$ cat src/rtl/read_ctrl_pkg.sv
// Shared definitions for the consumer-side read controller.
// State encoding and default widths used by read_controller and its counters.
package read_ctrl_pkg;

   localparam int DEFAULT_DATA_WIDTH = 8;
   localparam int DEFAULT_LEN_W      = 4;

   typedef enum logic [2:0] {
      IDLE    = 3'd0,
      REQ     = 3'd1,
      CAPTURE = 3'd2,
      LOAD    = 3'd3,
      VALID   = 3'd4,
      DONE    = 3'd5
   } state_t;

endpackage

$ cat src/rtl/rd_burst_counter.sv
// Down counter with synchronous load, saturating decrement and zero flag.
// Serves as the remaining-word counter and, optionally, the empty-stall timer.
module rd_burst_counter #(
   parameter int W = 4
) (
   input  logic         clk,
   input  logic         rst_n,
   input  logic         load,
   input  logic [W-1:0] load_val,
   input  logic         dec,
   output logic         zero
);

   logic [W-1:0] cnt;

   // Load wins over decrement; decrement stops at zero so the count never wraps.
   always_ff @(posedge clk or negedge rst_n) begin
      if (!rst_n) begin
         cnt <= '0;
      end else if (load) begin
         cnt <= load_val;
      end else if (dec && (cnt != '0)) begin
         cnt <= cnt - W'(1);
      end
   end

   assign zero = (cnt == '0);

endmodule

$ cat src/rtl/read_controller.sv
// Burst read controller: fetches r_len words from the shared buffer and hands them
// to the consumer over valid/ack. Define READ_TIMEOUT_EN to add the empty-stall abort (err).
module read_controller
   import read_ctrl_pkg::*;
#(
   parameter int DATA_WIDTH = DEFAULT_DATA_WIDTH,
   parameter int LEN_W      = DEFAULT_LEN_W
`ifdef READ_TIMEOUT_EN
   ,
   parameter int TIMEOUT_CYCLES = 16
`endif
) (
   input  logic                  clk,
   input  logic                  rst_n,
   input  logic                  r_en,
   input  logic [LEN_W-1:0]      r_len,
   input  logic                  r_ack,
   input  logic                  empty,
   input  logic [DATA_WIDTH-1:0] buff_dout,
   output logic                  buff_r,
   output logic [DATA_WIDTH-1:0] dout,
   output logic                  valid,
   output logic                  busy,
   output logic                  done
`ifdef READ_TIMEOUT_EN
   ,
   output logic                  err
`endif
);

   state_t           state, state_next;
   logic             cnt_load, cnt_dec, cnt_zero;
   logic [LEN_W-1:0] cnt_load_val;

`ifdef READ_TIMEOUT_EN
   localparam int STALL_W = $clog2(TIMEOUT_CYCLES + 1);
   logic stall_load, stall_dec, stall_zero, timeout;
`endif

   rd_burst_counter #(.W(LEN_W)) u_count (
      .clk      (clk),
      .rst_n    (rst_n),
      .load     (cnt_load),
      .load_val (cnt_load_val),
      .dec      (cnt_dec),
      .zero     (cnt_zero)
   );

   always_ff @(posedge clk or negedge rst_n) begin
      if (!rst_n) state <= IDLE;
      else        state <= state_next;
   end

   always_comb begin
      state_next   = state;
      cnt_load     = 1'b0;
      cnt_load_val = r_len;
      cnt_dec      = 1'b0;
`ifdef READ_TIMEOUT_EN
      timeout      = 1'b0;
`endif
      case (state)
         IDLE: begin
            if (r_en) begin
               if (r_len != '0) begin
                  cnt_load   = 1'b1;
                  state_next = REQ;
               end else begin
                  state_next = DONE;
               end
            end
         end
         REQ: begin
            if (!empty) begin
               state_next = CAPTURE;
            end
`ifdef READ_TIMEOUT_EN
            else if (stall_zero) begin
               state_next   = IDLE;
               cnt_load     = 1'b1;
               cnt_load_val = '0;
               timeout      = 1'b1;
            end
`endif
         end
         CAPTURE: state_next = LOAD;
         LOAD: begin
            cnt_dec    = 1'b1;
            state_next = VALID;
         end
         VALID: begin
            if (r_ack) state_next = cnt_zero ? DONE : REQ;
         end
         DONE:    state_next = IDLE;
         default: state_next = IDLE;
      endcase
   end

   // The buffer's read port is registered, so its data is taken one cycle after the strobe.
   always_ff @(posedge clk or negedge rst_n) begin
      if (!rst_n)              dout <= '0;
      else if (state == LOAD)  dout <= buff_dout;
   end

   assign buff_r = (state == CAPTURE);
   assign valid  = (state == VALID);
   assign busy   = (state != IDLE);
   assign done   = (state == DONE);

`ifdef READ_TIMEOUT_EN
   // Stall timer is armed on each entry to REQ and runs down only while the buffer is empty.
   assign stall_load = (state_next == REQ) && (state != REQ);
   assign stall_dec  = (state == REQ) && empty;

   rd_burst_counter #(.W(STALL_W)) u_stall (
      .clk      (clk),
      .rst_n    (rst_n),
      .load     (stall_load),
      .load_val (STALL_W'(TIMEOUT_CYCLES - 1)),
      .dec      (stall_dec),
      .zero     (stall_zero)
   );

   always_ff @(posedge clk or negedge rst_n) begin
      if (!rst_n) err <= 1'b0;
      else        err <= timeout;
   end
`endif

endmodule

$ cat config.mk
export PLATFORM = sky130hd
export DESIGN_NAME = read_controller
export DESIGN_NICKNAME = d
export VERILOG_FILES = /design/src/rtl/read_ctrl_pkg.sv /design/src/rtl/rd_burst_counter.sv /design/src/rtl/read_controller.sv
export SDC_FILE = /design/constraint.sdc
export NUM_CORES = 1
export LEC_CHECK = 0
export ABC_AREA = 1
export ABC_CLOCK_PERIOD_IN_PS = 1700
export BUFFER_PORTS_ARGS = -buffer_cell sky130_fd_sc_hd__buf_2
export CAP_MARGIN = 5
export CORE_AREA = 3 3 46 48
export DETAILED_ROUTE_END_ITERATION = 16
export DIE_AREA = 0 0 49 51
export PLACE_DENSITY = 0.75
export RECOVER_POWER = 50
export SYNTH_ARGS = -nofsm -noshare
export SYNTH_HDL_FRONTEND = slang
export SYNTH_SLANG_ARGS = --single-unit
$ cat constraint.sdc
create_clock -name clk -period 1.7 [get_ports clk]
set_input_delay 0.425 -clock clk [delete_from_list [all_inputs] [get_ports clk]]
set_output_delay 0.425 -clock clk [all_outputs]
set_load 0.01 [all_outputs]
# After elaboration in Yosys (flattened, before gate mapping)
# Index checks and enable logic that the tools add are counted.
op_classes:
  n_eq_ne: 8
  add_sub_neg: 1
  reduce_logical: 8
  n_mux: 12
op_table:
  columns: ["operator", "count"]
  rows:
  - ["2-to-1 mux 3 bit", 5]
  - ["case mux 3 bit (5 select lines)", 1]
  - ["2-to-1 mux 4 bit", 2]
  - ["nonzero test 4 bit", 2]
  - ["== test 3 x 2 -> 1 bit (second input constant)", 2]
  - ["== test 3 bit (second input constant)", 2]
  - ["!= test 2 bit (second input constant)", 3]
  - ["logical NOT 4 bit", 1]
  - ["2-to-1 mux 1 bit", 4]
  - ["subtractor 4 x 1 -> 4 bit (second input constant)", 1]
  - ["== test 3 x 1 -> 1 bit (second input constant)", 1]
  - ["logical NOT 3 bit", 1]
  - ["AND reduction 3 bit", 1]
  - ["nonzero test 3 bit", 1]
  - ["nonzero test 2 bit", 1]
  - ["logical AND 1 bit", 1]
totals:
  regBits: 15
  word_cells: 32
  inputBits: 17
  out_inout_bits: 12

# Logic depth before layout (Yosys ltp)
# Gate-level depths: netlist of the first run.
depth:
  depth_word: 5
  ltp_mapped: 9
  depth_no_buf: 9

# By module
# Synthesis of the first run repeated with hierarchy kept, for this count alone.
unflattened:
  hier_cells: 115
  hier_area_um2: 817.0
by_module_without_submodules:
  columns: ["module", "seq_area_each_um2", "area_per_inst_um2", "cells_each", "instances"]
  rows:
  - ["read_controller", 275.3, 521.8, 69, 1]
  - ["rd_burst_counter", 100.1, 295.3, 46, 1]

# Worst setup path after synthesis of the first run
# Ideal clock, no wire load.
synth_path:
  path_type: "register -> register"
  start: "reg u_count.cnt[0]"
  end: "reg u_count.cnt[1]"
  required_time_ps: 1635
  stages_incl_launch_ff: 9
  synth_period_minus_slack_ps: 1198
  setup_ps: 65
  slack_ps: 502
  n_path_buf: 0
  arrival_ps: 1133
  path_cell_list: "dfrtp_1 > inv_1 > ha_1 > nand3_1 > nand2_4 > clkinv_4 > nor2_1 > nand2_1 > nand2_1"
synth_via:
  elab_chain_len: 3
  elab_cells_between_ends: 6
  classes_between: "add/sub: 1; mux: 2; reduce/logical: 3"
synth_rtl:
  columns: ["item", "line_no", "text"]
  rows:
  - ["from (decl)", "rd_burst_counter.sv:14", "logic [W-1:0] cnt;"]
  - ["from (signal assigned)", "rd_burst_counter.sv:21", "cnt <= load_val;"]
  - ["from (signal assigned)", "rd_burst_counter.sv:23", "cnt <= cnt - W'(1);"]
  - ["subtractor 4 x 1 -> 4 bit / nonzero test 4 bit (equally long branches)", "rd_burst_counter.sv:23, rd_burst_counter.sv:22", null]
  - ["2-to-1 mux 4 bit / logical AND 1 bit (equally long branches)", "rd_burst_counter.sv:22", "end else if (dec && (cnt != '0)) begin"]
  - ["2-to-1 mux 4 bit / nonzero test 2 bit (equally long branches)", null, null]
# Parallel ways exist; a longest one is shown, timed or not. The select of a mux whose other input is x is not followed.
# A chain may end at the register's enable or synchronous reset.

# Worst setup path in the final report of the first run
layout_path:
  start: "reg state[0]"
  end: "out valid"
layout_via:
  elab_chain_len: 1
layout_rtl:
  columns: ["item", "line_no", "text"]
  rows:
  - ["from (decl)", "read_controller.sv:31", "state_t state, state_next;"]
  - ["from (signal assigned)", "read_controller.sv:51", "else state <= state_next;"]
  - ["== test 3 bit", "read_controller.sv:106", "assign valid = (state == VALID);"]
  - ["to (decl)", "read_controller.sv:22", "output logic valid,"]
# Every way passes these cells.

==> results.md, run 1 <==
- Top-count cell post-synth: nand2_1
- Post-synthesis sequential area ratio: 45.7%
- Row count: 15
- Fmax achieved: 625 MHz
- Fin crit period: 1.60 ns
- Flop-to-flop setup slack: 0.34 ns
- CTS H-tree depth: 1
- Layout cells sized above 1: 23.3%
- DR vias/cell: 4.57
- Clock Sinks: 15
- Synthesized flop and latch total: 15
- Leading area contributor after synthesis: dfrtp_1
- Post-synth EDFFs: 0
- Reg2reg end: u_count.cnt[1]
- Met2 global-route usage: 31.2%
- Slowest cell on crit path: dfrtp_1
- Met3 usage: 3.50%
- Dpl hpwl: 1430 um
- Cell count after placement: 170
- Final Instance Area: 0.00102 mm^2
- Most used routing layer in global routing: met2
- Post-route ant nets: 0
- Worst hold path type: in2async
- Routed WL per cell: 10.5 um
- Worst Reg-to-Reg Cells: 8
- # setup viols final: 0
- Vias in the first global route: 804
- Sum of negative setup slack: 0 ns
- Vias: 799
- Largest net degree at the start of global routing: 16
- Relative slew margins: 45.2%
- Status: complete, no violations
- Max Slew Vio Count: 0
- Maxcap violations: 0
- Clock Tree Buf Depth: 2
- Async SR Flop Fraction: 100%
- CTS Root Cell: clkbuf_4
- Crit path max fanout: 5
- Die Width: 49 um
- Critical Path RT: 1.27 ns
- Overall routed net length: 1830 um
- Hold_buf cts: 0
- Comb power frac: 51.6%
- Antenna cells: 0
- Peak VDD IR: 0.858 mV
- Power Dens Cells: 1790 mW/mm^2
- Syn Area/Cell: 7.02 um^2
- Clock power frac: 11.3%
- TritonCTS Buffers: 3
- Synth warn: 0
- First-pass GRT wire length: 3090 um
- Syn Nets: 135
- Reg power frac: 37.1%
- Placed cell area: 992 um^2
- Pre-Repair DR Iteration Count: 4
- Antenna violations before repair: 0
- Tcrit/Tclk final: 94.1%
- Critical Path Source Type: register
- Sw Ratio: 46.4%
- Clk_lat worst skew: 0.28 ns
- Mapped Cells: 117
- Die area: 0.00250 mm^2
- Synth cell count leaders: nand2_1 (52), dfrtp_1 (15), inv_1 (13), nor2_1 (13), nand3_1 (10)
- PortBufs: 28
- Ports: 29
- Initial Utilization: 47.0%
- Clock Pin Slew Worst Setup and Hold Paths: 0.09 ns
- Cell Area, Synth: 821 um^2
- DRC errors left: 0
- GRT Overall Usage: 15.7%
- Crit path DAT: 1.18 ns
- DIE HEIGHT: 51 um
- Crit path cell chain: inv_1 -> nand2_1 -> nor2_1 -> buf_2
- Final Skew: 0.00225 ns
- WS Path Type: reg2out
- Area growth syn-to-layout: 24.5%
- Switching power: 0.851 mW
- TritonCTS clock tree: done
- Fin cells: 175
- Synth cell types: 17
- Starting DRT DRC Count: 14
- Slew @ Worst Pin: 0.821 ns
- Nets: 169
- Critical register-to-register path startpoint: u_count.cnt[0]
- Core ar.: 0.00175 mm^2
- Area contributors post-synth: dfrtp_1 (46%), nand2_1 (24%), nand3_1 (6.1%), inv_1 (5.9%), nor2_1 (5.9%)
- Max incr delay on CP: 0.44 ns
- Top_reg_cell synth: dfrtp_1
- Internal: 0.982 mW
- RSZ-0062 raised after global routing: no
- Hold Fails Final Rpt: 0
- Grt met1 use: 16.0%
- Leak: 0.606 nW
- Worst setup EP type: output port
- RD Place Congestion: 0.805
- Synth top area share: 45.7%
- Aggregate global routing overflow: 0
-- area by class of cell --
cell class | instances | area, um^2
clock inverter | 1 | 5.00
clock buffer | 3 | 22.5
inverter | 16 | 65.1
timing repair buffer | 29 | 141
tap | 25 | 31.3
sequential | 15 | 377
multi-input combinational | 86 | 380
fill | 173 | 723
-- worst max path at each step --
| stage | slack, ns | start | to | cells after the start |
|---|---|---|---|---|
| after floorplan | 0.50 | u_count.cnt[0] | u_count.cnt[1] | 8 |
| after global placement | 0.40 | state[2] | valid | 3 |
| after detailed placement | 0.38 | u_count.cnt[0] | u_count.cnt[1] | 8 |
| after CTS | 0.07 | state[2] | valid | 3 |
| after global routing | 0.004 | state[0] | valid | 4 |
| final | 0.1 | state[0] | valid | 4 |
-- metrics by stage --
stage | hold WS, ns | worst slack [ns] | util, % | power, mW
floorplan | 0.129 | 0.502 | - | 1.33
detailed placement | 0.356 | 0.379 | 56.8 | 1.63
global route | 0.265 | 0.00392 | 58.6 | 2.05
finish | 0.203 | 0.0997 | 58.6 | 1.83
global placement | 0.354 | 0.397 | 56.8 | 1.60
CTS | 0.0403 | 0.0700 | 58.4 | 1.85
-- flip-flops by register name, indices dropped and copies added (netlist names) --
| register | flops |
|---|---|
| state | 3 |
| dout | 8 |
| u_count.cnt | 4 |
-- per-layer routing --
layer	vias up	wire length, um
li1	420	-
met1	361	772
met2	16	975
met3	2	76
met4	0	5
met5	-	0
-- critical path: cells and delay by family, from the launching register on --
family | cells | cell delay [ns]
buffers and inverters | 2 | 0.26
flip-flops | 1 | 0.44
AND/OR/NAND/NOR | 2 | 0.19
-- power by group through the flow --
stage	sequential, mW	combinational, mW	clock [mW]
finish	0.681	0.946	0.207
global route	0.702	1.12	0.231
CTS	0.678	0.954	0.217
detailed placement	0.684	0.946	0
global placement	0.678	0.920	0
floorplan	0.711	0.624	0
-- logic make-up (layout without fill, tap and decap cells) --
group / count (synthesis) / in the layout / share of synthesized area [%]
AND/OR/NAND/NOR: 81 / 81 / 41.9
buffers and inverters: 16 / 49 / 7.93
flip-flops: 15 / 15 / 45.7
AO/OA/AOI/OAI: 3 / 3 / 1.83
adder cells (fa/ha/maj): 1 / 1 / 1.52
XOR/XNOR: 1 / 1 / 1.07
-- cells in the final DEF, fill, tap and decap left out, types with 2 or more instances in the layout --
| cell | count |
|---|---|
| buf_2 | 23 |
| clkbuf_4 | 3 |
| inv_1 | 13 |
| dfrtp_1 | 14 |
| nand3_1 | 10 |
| clkbuf_1 | 5 |
| nand2_1 | 52 |
| nor2_1 | 13 |
| nand3b_1 | 2 |
| inv_2 | 2 |
-- repair_timing --
item | 4_1_cts | 5_1_grt
setup endpoints to repair | 0 | 1
resized for setup | 0 | 1
endpoints found under the hold margin | 0 | 0
buffers inserted | 0 | 1
Note: power is estimated with default switching activity, not from simulation.
==> run 2, diff against run 1 <==
RECOVER_POWER = not set   (was 50)
SLEW_MARGIN = 15   (was not set)
==> run 2 against run 1 <==
  * Via count up 0.38%
  * Global-route usage unchanged
  * Maximum frequency about the same
  * Worst hold slack worse by 0.17 ns
  * Count of clock-buffer cells in the layout unchanged
==> results.md, run 2 (synthesis gave the netlist of run 1 again) <==
- Critical path depth: 4 (unchanged)
- Largest net degree at the start of global routing: 16 (unchanged)
- Largest register FFs: 8 (unchanged)
- Clock Pin Slew Worst Setup and Hold Paths: 0.09 ns (about the same)
- Worst setup EP type: output port (unchanged)
- Sum of negative setup slack: 0 ns (unchanged)
- Routed WL per cell: 10.5 um (about the same)
- Antenna violations before repair: 0 (unchanged)
- Top Registers: dout (8), u_count.cnt (4), state (3) (unchanged)
- Relative slew margins: 76.9% (was 45.2%)
- Pre-Repair DR Iteration Count: 4 (unchanged)
- Core ar.: 0.00175 mm^2 (unchanged)
- Worst Reg-to-Reg Cells: 8 (unchanged)
- Clock Sinks: 15 (unchanged)
- CP top delay family: flip-flops (unchanged)
- Post-route ant nets: 0 (unchanged)
- Worst hold path type: in2async (unchanged)
- DIE HEIGHT: 51 um (unchanged)
- # setup viols final: 0 (unchanged)
- RSZ-0062 raised after global routing: no (unchanged)
- Nets: 169 (unchanged)
- Fill cells: 171 (was 173)
- Max Slew Vio Count: 0 (unchanged)
- Met3 Routed Length: 71 um (was 76 um)
- Overall routed net length: 1830 um (about the same)
- Die Width: 49 um (unchanged)
- Critical Path End: valid (unchanged)
- Row count: 15 (unchanged)
- Leak: 0.621 nW (was 0.606 nW)
- Flop-to-flop setup slack: 0.34 ns (about the same)
- Dpl hpwl: 1430 um (unchanged)
- Maxcap violations: 0 (unchanged)
- Status: complete, no violations (unchanged)
- Most frequent cells in the layout: nand2_1 (52), buf_2 (28), dfrtp_1 (14) (was nand2_1 (52), buf_2 (23), dfrtp_1 (14))
- Starting DRT DRC Count: 13 (was 14)
- CTS H-tree depth: 1 (unchanged)
- Critical register-to-register path startpoint: u_count.cnt[0] (unchanged)
- Slowest cell on crit path: dfrtp_1 (unchanged)
- GRT Overall Usage: 15.7% (unchanged)
- Max incr delay on CP: 0.44 ns (about the same)
- Slew @ Worst Pin: 0.347 ns (was 0.821 ns)
- CTS Root Cell: clkbuf_4 (unchanged)
- Critical Path RT: 1.27 ns (about the same)
- CP Launch Point: state[0] (unchanged)
- Clock Tree Buf Depth: 2 (unchanged)
- Crit path max fanout: 5 (unchanged)
- WS Path Type: reg2out (unchanged)
- Most common cell after layout, fill and taps aside: nand2_1 (unchanged)
- Highest metal used: met4 (unchanged)
- DRC errors left: 0 (unchanged)
- Die area: 0.00250 mm^2 (unchanged)
- Fmax achieved: 625 MHz (about the same)
- Clk_lat worst skew: 0.28 ns (about the same)
- Final Skew: 0.00229 ns (was 0.00225 ns)
- Fin crit period: 1.60 ns (about the same)
- Area growth syn-to-layout: 25.3% (was 24.5%)
- Reg2reg end: u_count.cnt[1] (unchanged)
- TritonCTS clock tree: done (unchanged)
- TritonCTS Buffers: 3 (unchanged)
- Initial Utilization: 47.0% (unchanged)
- PortBufs: 28 (unchanged)
- Worst path bufs/invs: 2 (unchanged)
- Tcrit/Tclk final: 94.1% (about the same)
- Reg with most FFs: dout (unchanged)
- RD Place Congestion: 0.805 (unchanged)
- Ports: 29 (unchanged)
- Util after Layout: 58.9% (was 58.6%)
- M1 WL: 777 um (was 772 um)
- Vias: 802 (was 799)
- Hold Fails Final Rpt: 0 (unchanged)
- Crit path DAT: 1.18 ns (about the same)
- Routed length on met2: 977 um (was 975 um)
- Power Dens Cells: 1790 mW/mm^2 (about the same)
- Crit path cell chain: inv_1 -> nand2_1 -> nor2_1 -> buf_2 (unchanged)
- Layout cells sized above 1: 26.7% (was 23.3%)
- DR vias/cell: 4.58 (was 4.57)
- Critical Path Source Type: register (unchanged)
- Antenna cells: 0 (unchanged)
- First-pass GRT wire length: 3090 um (unchanged)
- Peak VDD IR: 0.857 mV (was 0.858 mV)
- Vias in the first global route: 804 (unchanged)
- Aggregate global routing overflow: 0 (unchanged)
- Hold_buf cts: 0 (unchanged)
run 2: changes by cell type in the layout (fill, tap and decap cells not counted):
cell      change
buf_2         +5
clkbuf_1      -5
run 2: area by class of cell:
cell class	instances	area, um^2	area share, %
multi-input cells	86	380	37.0
repair buffers	29	148	14.4
clock inverters	1	5.00	0.487
clock buffers	3	22.5	2.19
flip-flops and latches	15	377	36.6
inverters	16	65.1	6.33
well taps	25	31.3	3.04
run 2: per-layer routing:
metal  global-route usage, %  up-vias
li1                        -      420
met1                    16.0      364
met2                    31.2       16
met3                    3.50        2
met4                    5.69        0
met5                       0        -
run 2: worst min-delay path by stage:
stage	from	to	slack [ns]	cells past startpoint
after floorplan	rst_n	dout[0]	0.13	0
after global placement	rst_n	state[2]	0.35	1
after detailed placement	rst_n	state[2]	0.36	1
after CTS	rst_n	state[1]	0.04	1
after global routing	rst_n	u_count.cnt[2]	0.04	1
final	rst_n	state[2]	0.03	1
run 2: power by group:
part	internal, mW	leakage, nW	total, mW	switching [mW]
clock network	0.0873	0.0177	0.207	0.119
logic	0.369	0.420	0.959	0.590
registers	0.539	0.184	0.678	0.139
total	0.995	0.621	1.84	0.849
run 2: through the flow:
step / area, um^2 / hold WS [ns] / setup slack [ns] / instances / total power, mW
finish: 1030 / 0.0313 / 0.0999 / 175 / 1.84
global route: 1030 / 0.0432 / 0.00392 / 175 / 2.06
CTS: 1020 / 0.0403 / 0.0700 / 174 / 1.85
detailed placement: 992 / 0.356 / 0.379 / 170 / 1.63
global placement: 992 / 0.354 / 0.397 / 170 / 1.60
floorplan: 821 / 0.129 / 0.502 / 117 / 1.33
run 2: what timing repair did:
action                                  in CTS  in global routing
endpoints found under the setup margin       0                  1
resized for setup                            0                  1
buffers inserted                             0                  1
==> run 3, diff against run 2 <==
BUFFER_PORTS_ARGS = -buffer_cell sky130_fd_sc_hd__buf_4   (was -buffer_cell sky130_fd_sc_hd__buf_2)
==> run 3 against run 2 <==
  * Setup slack got worse by 0.011 ns
  * Count of clock-buffer cells in the layout grew 1
  * Non-clock buffer count unchanged
  * Core utilization increased by 4.2 points
  * Register-to-register slack better by 0.03 ns
  * Clock skew up 0.0031 ns
  * Critical path depth fell by 1
  * First-iteration DRC count grew 62%
==> results.md, run 3 (synthesis gave the netlist of run 1 again) <==
- Status: complete, no violations (unchanged)
- Overall Power: 1.93 mW (was 1.84 mW)
- Reg with most FFs: dout (unchanged)
- Overall routed net length: 1880 um (was 1830 um)
- Crit path cell chain: nor2_1 -> nand2_1 -> buf_4 (was inv_1 -> nand2_1 -> nor2_1 -> buf_2)
- Antenna violations before repair: 0 (unchanged)
- Comb power frac: 53.4% (was 52.0%)
- Clk_lat worst skew: 0.29 ns (was 0.28 ns)
- Vias: 814 (was 802)
- DRC errors left: 0 (unchanged)
- Relative slew margins: 80.9% (was 76.9%)
- Most common cell after layout, fill and taps aside: nand2_1 (unchanged)
- DIE HEIGHT: 51 um (unchanged)
- Top Registers: dout (8), u_count.cnt (4), state (3) (unchanged)
- Largest net degree at the start of global routing: 16 (unchanged)
- Final Skew: 0.00537 ns (was 0.00229 ns)
- RSZ-0062 raised after global routing: yes (was no)
- TritonCTS Buffers: 3 (unchanged)
- Die Width: 49 um (unchanged)
- Sum of negative setup slack: 0 ns (unchanged)
- Die area: 0.00250 mm^2 (unchanged)
- Largest register FFs: 8 (unchanged)
- # setup viols final: 0 (unchanged)
- Hold Path Origin: buff_dout[2]
- Clock power frac: 10.8% (was 11.2%)
- Reg power frac: 35.9% (was 36.8%)
- CTS Root Cell: clkbuf_4 (unchanged)
- Slowest cell on crit path: dfrtp_1 (unchanged)
- Flop-to-flop setup slack: 0.37 ns (was 0.34 ns)
- TritonCTS clock tree: done (unchanged)
- Aggregate global routing overflow: 0 (unchanged)
- Critical Path RT: 1.27 ns (about the same)
- Max Slew Vio Count: 0 (unchanged)
- Fmax achieved: 621 MHz (was 625 MHz)
- First-pass GRT wire length: 3370 um (was 3090 um)
- Worst setup EP type: output port (unchanged)
- CP Launch Point: state[1] (was state[0])
- Setup WS pre-CTS: 0.374 ns (was 0.379 ns)
- Tcrit/Tclk final: 94.8% (was 94.1%)
- Post-route ant nets: 0 (unchanged)
- Clock Tree Buf Depth: 2 (unchanged)
- Maxcap violations: 0 (unchanged)
- Clock Sinks: 15 (unchanged)
- Most frequent cells in the layout: nand2_1 (52), buf_4 (28), dfrtp_1 (14) (was nand2_1 (52), buf_2 (28), dfrtp_1 (14))
- Fin cells: 175 (unchanged)
- Critical register-to-register path startpoint: u_count.cnt[0] (unchanged)
- CTS H-tree depth: 1 (unchanged)
- Critical Path Source Type: register (unchanged)
- WS Path Type: reg2out (unchanged)
- Slew @ Worst Pin: 0.286 ns (was 0.347 ns)
- Starting DRT DRC Count: 21 (was 13)
- Vias in the first global route: 817 (was 804)
- Postcts setup bufs: 0 (unchanged)
- Area growth syn-to-layout: 34.3% (was 25.3%)
- DR vias/cell: 4.65 (was 4.58)
- Worst Slack Setup Final: 0.0888 ns (was 0.0999 ns)
- Reg area: 377 um^2 (unchanged)
- Nets: 169 (unchanged)
- Cell count after placement: 170 (unchanged)
- Fill cells: 169 (was 171)
- Clock Pin Slew Worst Setup and Hold Paths: 0.09 ns (about the same)
- Antenna cells: 0 (unchanged)
- Crit path DAT: 1.19 ns (was 1.18 ns)
- Crit path max fanout: 4 (was 5)
- Pre-Repair DR Iteration Count: 4 (unchanged)
- Internal: 1.07 mW (was 0.995 mW)
- GRT Overall Usage: 17.8% (was 15.7%)
- Hold Fails Final Rpt: 0 (unchanged)
- Initial Utilization: 47.0% (unchanged)
- Ports: 29 (unchanged)
- Routed WL per cell: 10.7 um (was 10.5 um)
- Power Dens Cells: 1750 mW/mm^2 (was 1790 mW/mm^2)
- Multi-input logic area: 383 um^2 (was 380 um^2)
- Dpl hpwl: 1440 um (was 1430 um)
- Worst path bufs/invs: 1 (was 2)
- Max incr delay on CP: 0.43 ns (was 0.44 ns)
- Layout cells sized above 1: 26.7% (unchanged)
- Fin crit period: 1.61 ns (was 1.60 ns)
- Worst hold path type: in2reg (was in2async)
- Leak: 0.637 nW (was 0.621 nW)
- Row count: 15 (unchanged)
- RD Place Congestion: 0.845 (was 0.805)
- Sw Ratio: 44.7% (was 46.0%)
- Switching power: 0.863 mW (was 0.849 mW)
- Core ar.: 0.00175 mm^2 (unchanged)
- CP top delay family: flip-flops (unchanged)
- Peak VDD IR: 0.822 mV (was 0.857 mV)
- PortBufs: 28 (unchanged)
[run 3: worst register-to-register path: stages (launching register included)]
cell and delay [ns]:
dfrtp_1 0.38, inv_1 0.11, ha_1 0.22, nand3_1 0.15, nand2_4 0.11, clkinv_4 0.06
nor2_1 0.13, nand2_1 0.06, nand2_1 0.05
[run 3: what timing repair did]
action,4_1_cts,5_1_grt
hold buffers,1,0
gates resized for setup,0,3
endpoints found under the hold margin,15,0
setup endpoints to repair,0,1
[run 3: layer usage]
layer | wire length, um | GRT usage [%] | share of wire (%)
met1 | 762 | 20.0 | 41
met2 | 996 | 31.2 | 53
met3 | 74 | 4.08 | 3.9
met4 | 48 | 9.95 | 2.6
met5 | 0 | 0 | 0
[run 3: metrics by stage]
step | cell area (um^2) | util, % | hold WS (ns)
floorplan | 821 | - | 0.129
global route | 1100 | 63.2 | 0.329
global placement | 1060 | 60.9 | 0.292
finish | 1100 | 63.2 | 0.329
detailed placement | 1060 | 60.9 | 0.291
CTS | 1100 | 62.9 | 0.323
[run 3: worst paths after layout]
check	endpoint	depth (start not counted)
min in group asynchronous	dout[5]	2
worst max register to register	u_count.cnt[1]	8
worst min register to register	dout[3]	2
max in group asynchronous	state[2]	2
worst max-delay path	busy	3
worst min-delay path	dout[2]	3
[run 3: power by group through the flow]
stage / clock (mW) / sequential (mW) / combinational (mW)
3_5_place_dp: 0 / 0.695 / 1.03
4_1_cts: 0.217 / 0.689 / 1.04
2_1_floorplan: 0 / 0.711 / 0.624
5_1_grt: 0.233 / 0.722 / 1.21
3_3_place_gp: 0 / 0.688 / 1.01
6_report: 0.208 / 0.692 / 1.03
[run 3: final cells by class]
type | count | share of cell area, %
Clock buffer | 4 | 2.38
Timing Repair Buffer | 29 | 20.0
Tap cell | 25 | 2.84
Sequential cell | 15 | 34.2
Inverter | 16 | 5.90
Multi-Input combinational cell | 86 | 34.7
